==> src/rtl/hazard_ctrl.sv <==
// Pipeline sequencer for the IF/ID/EXE/WB core: forwarding selects, load-use stall, branch flush, halt, bitmap LDB/STB beats.
// Latency: forwarding and stall/flush controls are combinational from the current pipe contents; halted and beat index are registered.
// Backpressure: freezes PC/IFID (and IDEXE/EXE during bitmap moves) via hold outputs; never stalled itself.
module hazard_ctrl #(
    parameter int BMAP_BEATS = 96,   // 16-bit beats per 1536-bit bitmap transfer
    parameter int BEAT_W     = 7     // beat counter width, 2**BEAT_W must cover BMAP_BEATS
) (
    input  logic              clk,
    input  logic              rst_n,          // synchronous, active-high despite the name
    // ID stage (IFID register contents)
    input  logic              id_valid,
    input  logic [3:0]        id_rs1_addr,
    input  logic              id_rs1_used,
    input  logic [3:0]        id_rs2_addr,
    input  logic              id_rs2_used,
    input  logic [1:0]        id_bs_addr,
    input  logic              id_bs_used,
    // EXE stage (IDEXE register contents)
    input  logic              ex_valid,
    input  logic [3:0]        ex_rd_addr,
    input  logic              ex_wr_nreg,
    input  logic              ex_ld,
    input  logic [1:0]        ex_bd_addr,
    input  logic              ex_wr_breg,
    input  logic              ex_ldb,
    input  logic              ex_stb,
    input  logic              ex_halt,
    input  logic              ex_branch_taken,
    // WB stage
    input  logic [3:0]        wb_rd_addr,
    input  logic              wb_wr_nreg,
    input  logic [1:0]        wb_bd_addr,
    input  logic              wb_wr_breg,
    // Pipe register controls
    output logic              pc_hold,
    output logic              ifid_hold,
    output logic              ifid_flush,
    output logic              idexe_bubble,
    output logic              exe_hold,
    // EXE operand selects: 0 regfile, 1 EXE result, 2 WB result
    output logic [1:0]        fwd_rs1,
    output logic [1:0]        fwd_rs2,
    output logic [1:0]        fwd_bs,
    // Bitmap transfer / halt status
    output logic              bmap_busy,
    output logic [BEAT_W-1:0] bmap_beat,
    output logic              halted
);

    typedef enum logic [1:0] {
        ST_RUN    = 2'd0,
        ST_BMAP   = 2'd1,
        ST_HALTED = 2'd2
    } state_t;

    localparam logic [1:0] SEL_RF = 2'd0;
    localparam logic [1:0] SEL_EX = 2'd1;
    localparam logic [1:0] SEL_WB = 2'd2;

    // Index of the final beat; the transfer ends on the cycle the counter shows it.
    localparam logic [BEAT_W-1:0] LAST_BEAT = BEAT_W'(BMAP_BEATS - 1);

    state_t            state_q, state_d;
    logic [BEAT_W-1:0] beat_q,  beat_d;

    // ------------------------------------------------------------------
    // Producer/consumer matches. An LD in EXE has no result yet, so it
    // never forwards from EXE; bitmap loads have no such exclusion.
    // ------------------------------------------------------------------
    logic ex_nreg_src;
    logic ex_breg_src;
    logic rs1_ex_hit, rs1_wb_hit;
    logic rs2_ex_hit, rs2_wb_hit;
    logic bs_ex_hit,  bs_wb_hit;

    assign ex_nreg_src = ex_valid & ex_wr_nreg & ~ex_ld;
    assign ex_breg_src = ex_valid & ex_wr_breg;

    assign rs1_ex_hit  = id_rs1_used & ex_nreg_src & (ex_rd_addr == id_rs1_addr);
    assign rs1_wb_hit  = id_rs1_used & wb_wr_nreg  & (wb_rd_addr == id_rs1_addr);
    assign rs2_ex_hit  = id_rs2_used & ex_nreg_src & (ex_rd_addr == id_rs2_addr);
    assign rs2_wb_hit  = id_rs2_used & wb_wr_nreg  & (wb_rd_addr == id_rs2_addr);
    assign bs_ex_hit   = id_bs_used  & ex_breg_src & (ex_bd_addr == id_bs_addr);
    assign bs_wb_hit   = id_bs_used  & wb_wr_breg  & (wb_bd_addr == id_bs_addr);

    // The younger (EXE) producer always wins over WB.
    function automatic logic [1:0] fwd_pick(input logic ex_hit, input logic wb_hit);
        logic [1:0] sel;
        sel = SEL_RF;
        if (ex_hit) begin
            sel = SEL_EX;
        end else if (wb_hit) begin
            sel = SEL_WB;
        end
        return sel;
    endfunction

    // Operand selects are live in every state.
    always_comb begin
        fwd_rs1 = fwd_pick(rs1_ex_hit, rs1_wb_hit);
        fwd_rs2 = fwd_pick(rs2_ex_hit, rs2_wb_hit);
        fwd_bs  = fwd_pick(bs_ex_hit,  bs_wb_hit);
    end

    // ------------------------------------------------------------------
    // EXE-sourced events, all qualified by a real instruction in EXE.
    // ------------------------------------------------------------------
    logic halt_hit;
    logic bmap_hit;
    logic branch_hit;
    logic load_use_hit;

    assign halt_hit     = ex_valid & ex_halt;
    assign bmap_hit     = ex_valid & (ex_ldb | ex_stb);
    assign branch_hit   = ex_valid & ex_branch_taken;
    assign load_use_hit = id_valid & ex_valid & ex_ld & ex_wr_nreg &
                          ((id_rs1_used & (ex_rd_addr == id_rs1_addr)) |
                           (id_rs2_used & (ex_rd_addr == id_rs2_addr)));

    // State and beat counter register; reset wins even mid-transfer.
    always_ff @(posedge clk) begin
        if (rst_n) begin
            state_q <= ST_RUN;
            beat_q  <= '0;
        end else begin
            state_q <= state_d;
            beat_q  <= beat_d;
        end
    end

    // Next-state and pipe controls; priority in RUN is halt > bitmap > branch > load-use.
    always_comb begin
        state_d      = state_q;
        beat_d       = beat_q;
        pc_hold      = 1'b0;
        ifid_hold    = 1'b0;
        ifid_flush   = 1'b0;
        idexe_bubble = 1'b0;
        exe_hold     = 1'b0;
        bmap_busy    = 1'b0;
        halted       = 1'b0;

        case (state_q)
            ST_RUN: begin
                beat_d = '0;
                if (halt_hit) begin
                    // Let the HALT retire; the freeze starts next cycle.
                    state_d = ST_HALTED;
                end else if (bmap_hit) begin
                    // Entry cycle is beat 0 of the transfer.
                    bmap_busy = 1'b1;
                    if (LAST_BEAT == '0) begin
                        // Single-beat transfer: entry is also the final beat.
                        idexe_bubble = 1'b1;
                    end else begin
                        exe_hold  = 1'b1;
                        pc_hold   = 1'b1;
                        ifid_hold = 1'b1;
                        beat_d    = BEAT_W'(1);
                        state_d   = ST_BMAP;
                    end
                end else if (branch_hit) begin
                    // Kill the wrong-path instructions in IF and ID.
                    ifid_flush   = 1'b1;
                    idexe_bubble = 1'b1;
                end else if (load_use_hit) begin
                    // One bubble lets the LD reach WB, where it forwards.
                    pc_hold      = 1'b1;
                    ifid_hold    = 1'b1;
                    idexe_bubble = 1'b1;
                end
            end

            ST_BMAP: begin
                bmap_busy = 1'b1;
                if (beat_q == LAST_BEAT) begin
                    // Release the pipe and retire the LDB/STB as a bubble.
                    idexe_bubble = 1'b1;
                    beat_d       = '0;
                    state_d      = ST_RUN;
                end else begin
                    exe_hold  = 1'b1;
                    pc_hold   = 1'b1;
                    ifid_hold = 1'b1;
                    beat_d    = beat_q + BEAT_W'(1);
                end
            end

            ST_HALTED: begin
                pc_hold      = 1'b1;
                ifid_hold    = 1'b1;
                idexe_bubble = 1'b1;
                halted       = 1'b1;
            end

            default: begin
                state_d = ST_RUN;
                beat_d  = '0;
            end
        endcase
    end

    assign bmap_beat = beat_q;

endmodule

==> config.mk <==
export PLATFORM = sky130hd
export DESIGN_NAME = hazard_ctrl
export DESIGN_NICKNAME = d
export VERILOG_FILES = /design/src/rtl/hazard_ctrl.sv
export SDC_FILE = /design/constraint.sdc
export NUM_CORES = 1
export LEC_CHECK = 0
export CELL_PAD_IN_SITES_DETAIL_PLACEMENT = 0
export CELL_PAD_IN_SITES_GLOBAL_PLACEMENT = 1
export CORE_AREA = 2 2 63 65
export CTS_CLUSTER_DIAMETER = 30
export DETAILED_ROUTE_END_ITERATION = 8
export DIE_AREA = 0 0 65 67
export PLACE_DENSITY_LB_ADDON = 0.1
export SKIP_LAST_GASP = 1
export SLEW_MARGIN = 20
export SYNTH_ARGS = -nofsm -noshare
export SYNTH_HDL_FRONTEND = slang
export SYNTH_SLANG_ARGS = --single-unit
==> constraint.sdc <==
create_clock -name clk -period 2.3 [get_ports clk]
set_input_delay 0.46 -clock clk [delete_from_list [all_inputs] [get_ports clk]]
set_output_delay 0.46 -clock clk [all_outputs]
set_load 0.01 [all_outputs]
# [Yosys cells after proc, flatten, opt, wreduce, memory -nomap -nowiden]
# Index checks and enable logic that the tools add are counted.
[totals] ff_bits=9 latch_bits=0 ramBits=0 rom_bits=0 wordCells=78 mem_count=0
[classes] n_addsub=1 mul=0 div=0 magnitude_cmp=0 eq_ne=11 shift=0 muxes=34 bitwise_logic=28 reduce_logical=2
[ops] operator="1-bit bitwise AND" count=24
[ops] operator="7-bit one-hot mux with 3 select lines" count=1
[ops] operator="1-bit 2-to-1 mux" count=18
[ops] operator="2-bit 2-to-1 mux" count=9
[ops] operator="4-bit == test" count=4
[ops] operator="7-bit by 1-bit adder with 7-bit output (second input constant)" count=1
[ops] operator="7-bit == test (second input constant)" count=1
[ops] operator="7-bit 2-to-1 mux" count=1
[ops] operator="1-bit one-hot mux with 3 select lines" count=2
[ops] operator="2-bit one-hot mux with 3 select lines" count=1
[ops] operator="2-bit == test" count=2
[ops] operator="1-bit one-hot mux with 2 select lines" count=2
[ops] operator="3-bit inequality test (second input constant)" count=1
[ops] operator="3-bit AND reduction" count=1
[ops] operator="2-bit by 1-bit == test with 1-bit output (second input constant)" count=1
[ops] operator="2-bit == test (second input constant)" count=1
[ops] operator="2-bit zero test" count=1
[ops] operator="2-bit inequality test (second input constant)" count=1
[ops] operator="1-bit inverter" count=2
[ops] operator="1-bit bitwise OR" count=2

# [Depth between registers and ports, before layout]
[logic_depth] word_depth=9 depth_mapped=5 mapped_depth_nobuf=5

# [Worst setup path before layout]
# Ideal clock, no wire load.
[synth_path] path_type="reg-to-output" from="register beat_q[0] (netlist: bmap_beat[0])" to="output pc_hold" arrival_ns=1.545 t_required_ns=1.840 setup_slack_ns=0.295 stages_incl_launch_ff=6 path_buffers=1 path_cell_list="dfxtp_1 -> ha_1 -> nand4_1 -> o21ai_0 -> o221ai_1 -> buf_4"
[synth_between] elab_chain_len=3
[synth_rtl] element="from (decl)" line_no="64" text="logic [BEAT_W-1:0] beat_q, beat_d;"
[synth_rtl] element="from (signal assigned)" line_no="127" text="beat_q <= beat_d;"
[synth_rtl] element="7-bit == test" line_no="176" text="if (beat_q == LAST_BEAT) begin"
[synth_rtl] element="1-bit 2-to-1 mux"
[synth_rtl] element="1-bit one-hot mux with 3 select lines"
[synth_rtl] element="to (decl)" line_no="35" text="output logic pc_hold,"
# Every way passes these cells.

# [Worst setup path after layout]
[layout_path] from="input ex_rd_addr[1]" to="output fwd_rs2[1]"
[layout_between] elab_chain_len=3
[layout_rtl] element="from (decl)" line_no="20" text="input logic [3:0] ex_rd_addr,"
[layout_rtl] element="4-bit == test" line_no="81" text="assign rs2_ex_hit = id_rs2_used & ex_nreg_src & (ex_rd_addr == id_rs2_addr);"
[layout_rtl] element="1-bit bitwise AND" line_no="81"
[layout_rtl] element="2-bit 2-to-1 mux" line_no="90" text="if (ex_hit) begin"
[layout_rtl] element="to (decl)" line_no="42" text="output logic [1:0] fwd_rs2,"
# Every way passes these cells.

==> results.cfg <==
[logic_synthesis]
synthCells = 110
ys.warnings.count = 0
synth_cell_type_count = 32
yosys_register_bits = 9
ys_seq_area_share_pct = 21.9
syn_avg_cell_area_um2 = 7.50
syn_area_um2 = 825
syn-num-nets = 149

[placement]
numPlacedInstances = 230
pre_cts_ws_ns = -0.479
gp_congestion = 0.804
placed_cell_area_um2 = 1570
hpwl_um = 2370
portBuffers = 57

[critical_path]
required_ns = 1.84
cp_common_cell = dlygate4sd2_1
critPathLaunchType = primary input
path_max_fanout = 2
startpoint = ex_rd_addr[1]
crit_type = in -> out
worstSetupEndpointType = output port
crit_buf_inv = 3
worst-r2r-setup-slack_ns = 0.67
arrival_ns = 1.78
slowest_delay_ns = 0.28
slowest_stage = dlygate4sd2_1
crit-reg2reg-launch = bmap_beat[1]$_SDFFE_PP0N_
crit_path_cell_trace = dlygate4sd2_1 -> xnor2_1 -> nand3_1 -> nor4_2 -> buf_4 -> nor3_1 -> dlygate4sd2_1
cp_top_family = buffers and inverters

[cts]
root_buffer = clkbuf_8
cts_tree = built
clockBufferDepth = 2
holdBufCountCts = 0
htreeDepth = 1
clk_latency_ns = 0.23
cts.sinks = 9
clk_pin_slew_ns = 0.05
cts_buffers = 3
cts_setup_buffers = 0

[sta]
tightestPinTransition_ns = 0.394
min_period_ns = 2.24
max_slew_margin_pct = 73.6
layout_setup_ws_ns = 0.0630
tns_ns = 0
setup_viol = 0
final_hold_viol_count = 0
rsz0062_at_grt = no
finClkSkew_ns = 0.000943
fmax_mhz = 447
holdWs_ns = 0.517
period_share_pct = 97.3
finalMaxSlewViolations = 0

[cells_and_area]
register_area_um2 = 180
multiInputGateArea_um2 = 661
stdcell_count = 234
stdcell_area_um2 = 1660
area_growth_pct = 101
fillers = 384
drive_gt1_share_pct = 21.5
layout.nets = 226
n_antenna_cell = 0

[power]
p_leak_nw = 0.723
powerDensity_nw_per_um2 = 347
peakVddDrop_mv = 0.266

[global_route]
grt_max_degree = 11
grt_pass1_vias = 1045
grt.total_usage_pct = 13.7
grt_pass1_wl_um = 4540
gr-total-overflow = 0
grt_antenna_before_repair = 0

[detailed_routing]
drtIter0Drc = 57
drt-wirelength-per-cell_um = 12.4
ant_nets = 0
drc = 0
num_vias = 1086
drt_wl_total_um = 2900
first_pass_iters = 4
viasPerCell = 4.64

[floorplanning]
die_w_um = 65
start_util_pct = 22.9
die_area_um2 = 4360
core_region_area_um2 = 3610
rows = 22
ios = 58
die_h_um = 67

[worst_hold_path]
min_path_type = reg -> reg
min_from = bmap_beat[6]$_SDFFE_PP0N_

[job]
cap_violations = 0

[run_status]
status = finished clean
final cells by class:
class,count,share of cell area [%]
flip-flops and latches,9,10.9
well taps,48,3.62
inverters,3,0.679
repair buffers,77,42.3
clock buffers,4,2.71
multi-input cells,93,39.8
placed cells by master, fill, tap and decap left out, types with 2 or more instances in the layout:
cell type / instances
dlymetal6s2s_1: 6
nand3_1: 12
a21oi_1: 6
o21ai_0: 3
clkbuf_8: 3
nor3_1: 9
a22oi_1: 2
buf_2: 4
xnor2_1: 15
dfxtp_1: 9
dlygate4sd2_1: 16
clkdlybuf4s50_1: 29
nand2_1: 9
o21ai_1: 2
clkdlybuf4s15_2: 2
xnor2_2: 3
buf_4: 19
xor2_1: 3
and4_1: 2
inv_1: 3
nor2_1: 3
nand2b_1: 3
cell families after synthesis:
logic type | count (synthesis) | share of synthesized area, %
adders and majority gates | 1 | 1.52
AOI/OAI and AO/OA | 21 | 16.4
buffers and inverters | 8 | 5.61
xor gates and xnor gates | 21 | 22.3
and+or+nand+nor | 50 | 32.3
DFF | 9 | 21.9
tightest hold or removal path: stages (launching register included):
cell and delay (ns):
dfxtp_1 0.34, nand2_1 0.07, a21oi_1 0.06
metrics by stage:
step	util (%)	total power [mW]
after floorplan	-	0.254
after global placement	43.5	0.399
after detailed placement	43.5	0.400
after CTS	44.7	0.577
after global routing	46.0	0.609
final	46.0	0.576
worst paths after layout:
kind / end / cells after the start
worst max-delay path: fwd_rs2[1] / 7
worst min-delay path: bmap_beat[6]$_SDFFE_PP0N_ / 2
worst max register to register: bmap_beat[5]$_SDFFE_PP0N_ / 6
worst min register to register: bmap_beat[6]$_SDFFE_PP0N_ / 2
where the power goes:
part	internal, mW	switching, mW
Sequential	0.161	0.00468
Combinational	0.129	0.0962
Clock	0.121	0.0643
cells in the mapped netlist:
master / instances / area, um^2
a211oi_1: 1 / 7.51
a21oi_1: 6 / 30.0
a22oi_1: 2 / 15.0
a31oi_1: 1 / 6.26
and2b_2: 1 / 8.76
and3_1: 1 / 6.26
and4_1: 2 / 17.5
and4_2: 1 / 10.0
buf_2: 1 / 5.00
buf_4: 4 / 30.0
dfxtp_1: 9 / 180
ha_1: 1 / 12.5
inv_1: 3 / 11.3
nand2_1: 10 / 37.5
nand2b_1: 3 / 18.8
nand3_1: 13 / 65.1
nand3b_1: 1 / 7.51
nand4_1: 1 / 6.26
nor2_1: 3 / 11.3
nor2b_1: 1 / 6.26
nor3_1: 9 / 45.0
nor4_1: 2 / 12.5
o2111ai_1: 1 / 8.76
o211a_1: 1 / 10.0
o21ai_0: 5 / 25.0
o221ai_1: 1 / 8.76
o22a_1: 1 / 8.76
o31ai_1: 2 / 15.0
or3_1: 1 / 6.26
or4_1: 1 / 7.51
xnor2_1: 18 / 158
xor2_1: 3 / 26.3
state kept, by name, summed over array words and instances (netlist names):
signal	count
bmap_beat	7
state_q	2
what timing repair did:
action,CTS,global route
pin swaps,7,7
endpoints found under the setup margin,12,6
resized for setup,43,15
metal layers:
layer  track usage [%]  routed length [um]  vias to the layer above
li1                  -                   -                      551
met1              15.2                1250                      497
met2              25.4                1440                       36
met3              4.56                 194                        2
met4              2.39                  13                        0
met5                 0                   0                        -
Power figures use the tool's default switching activity.
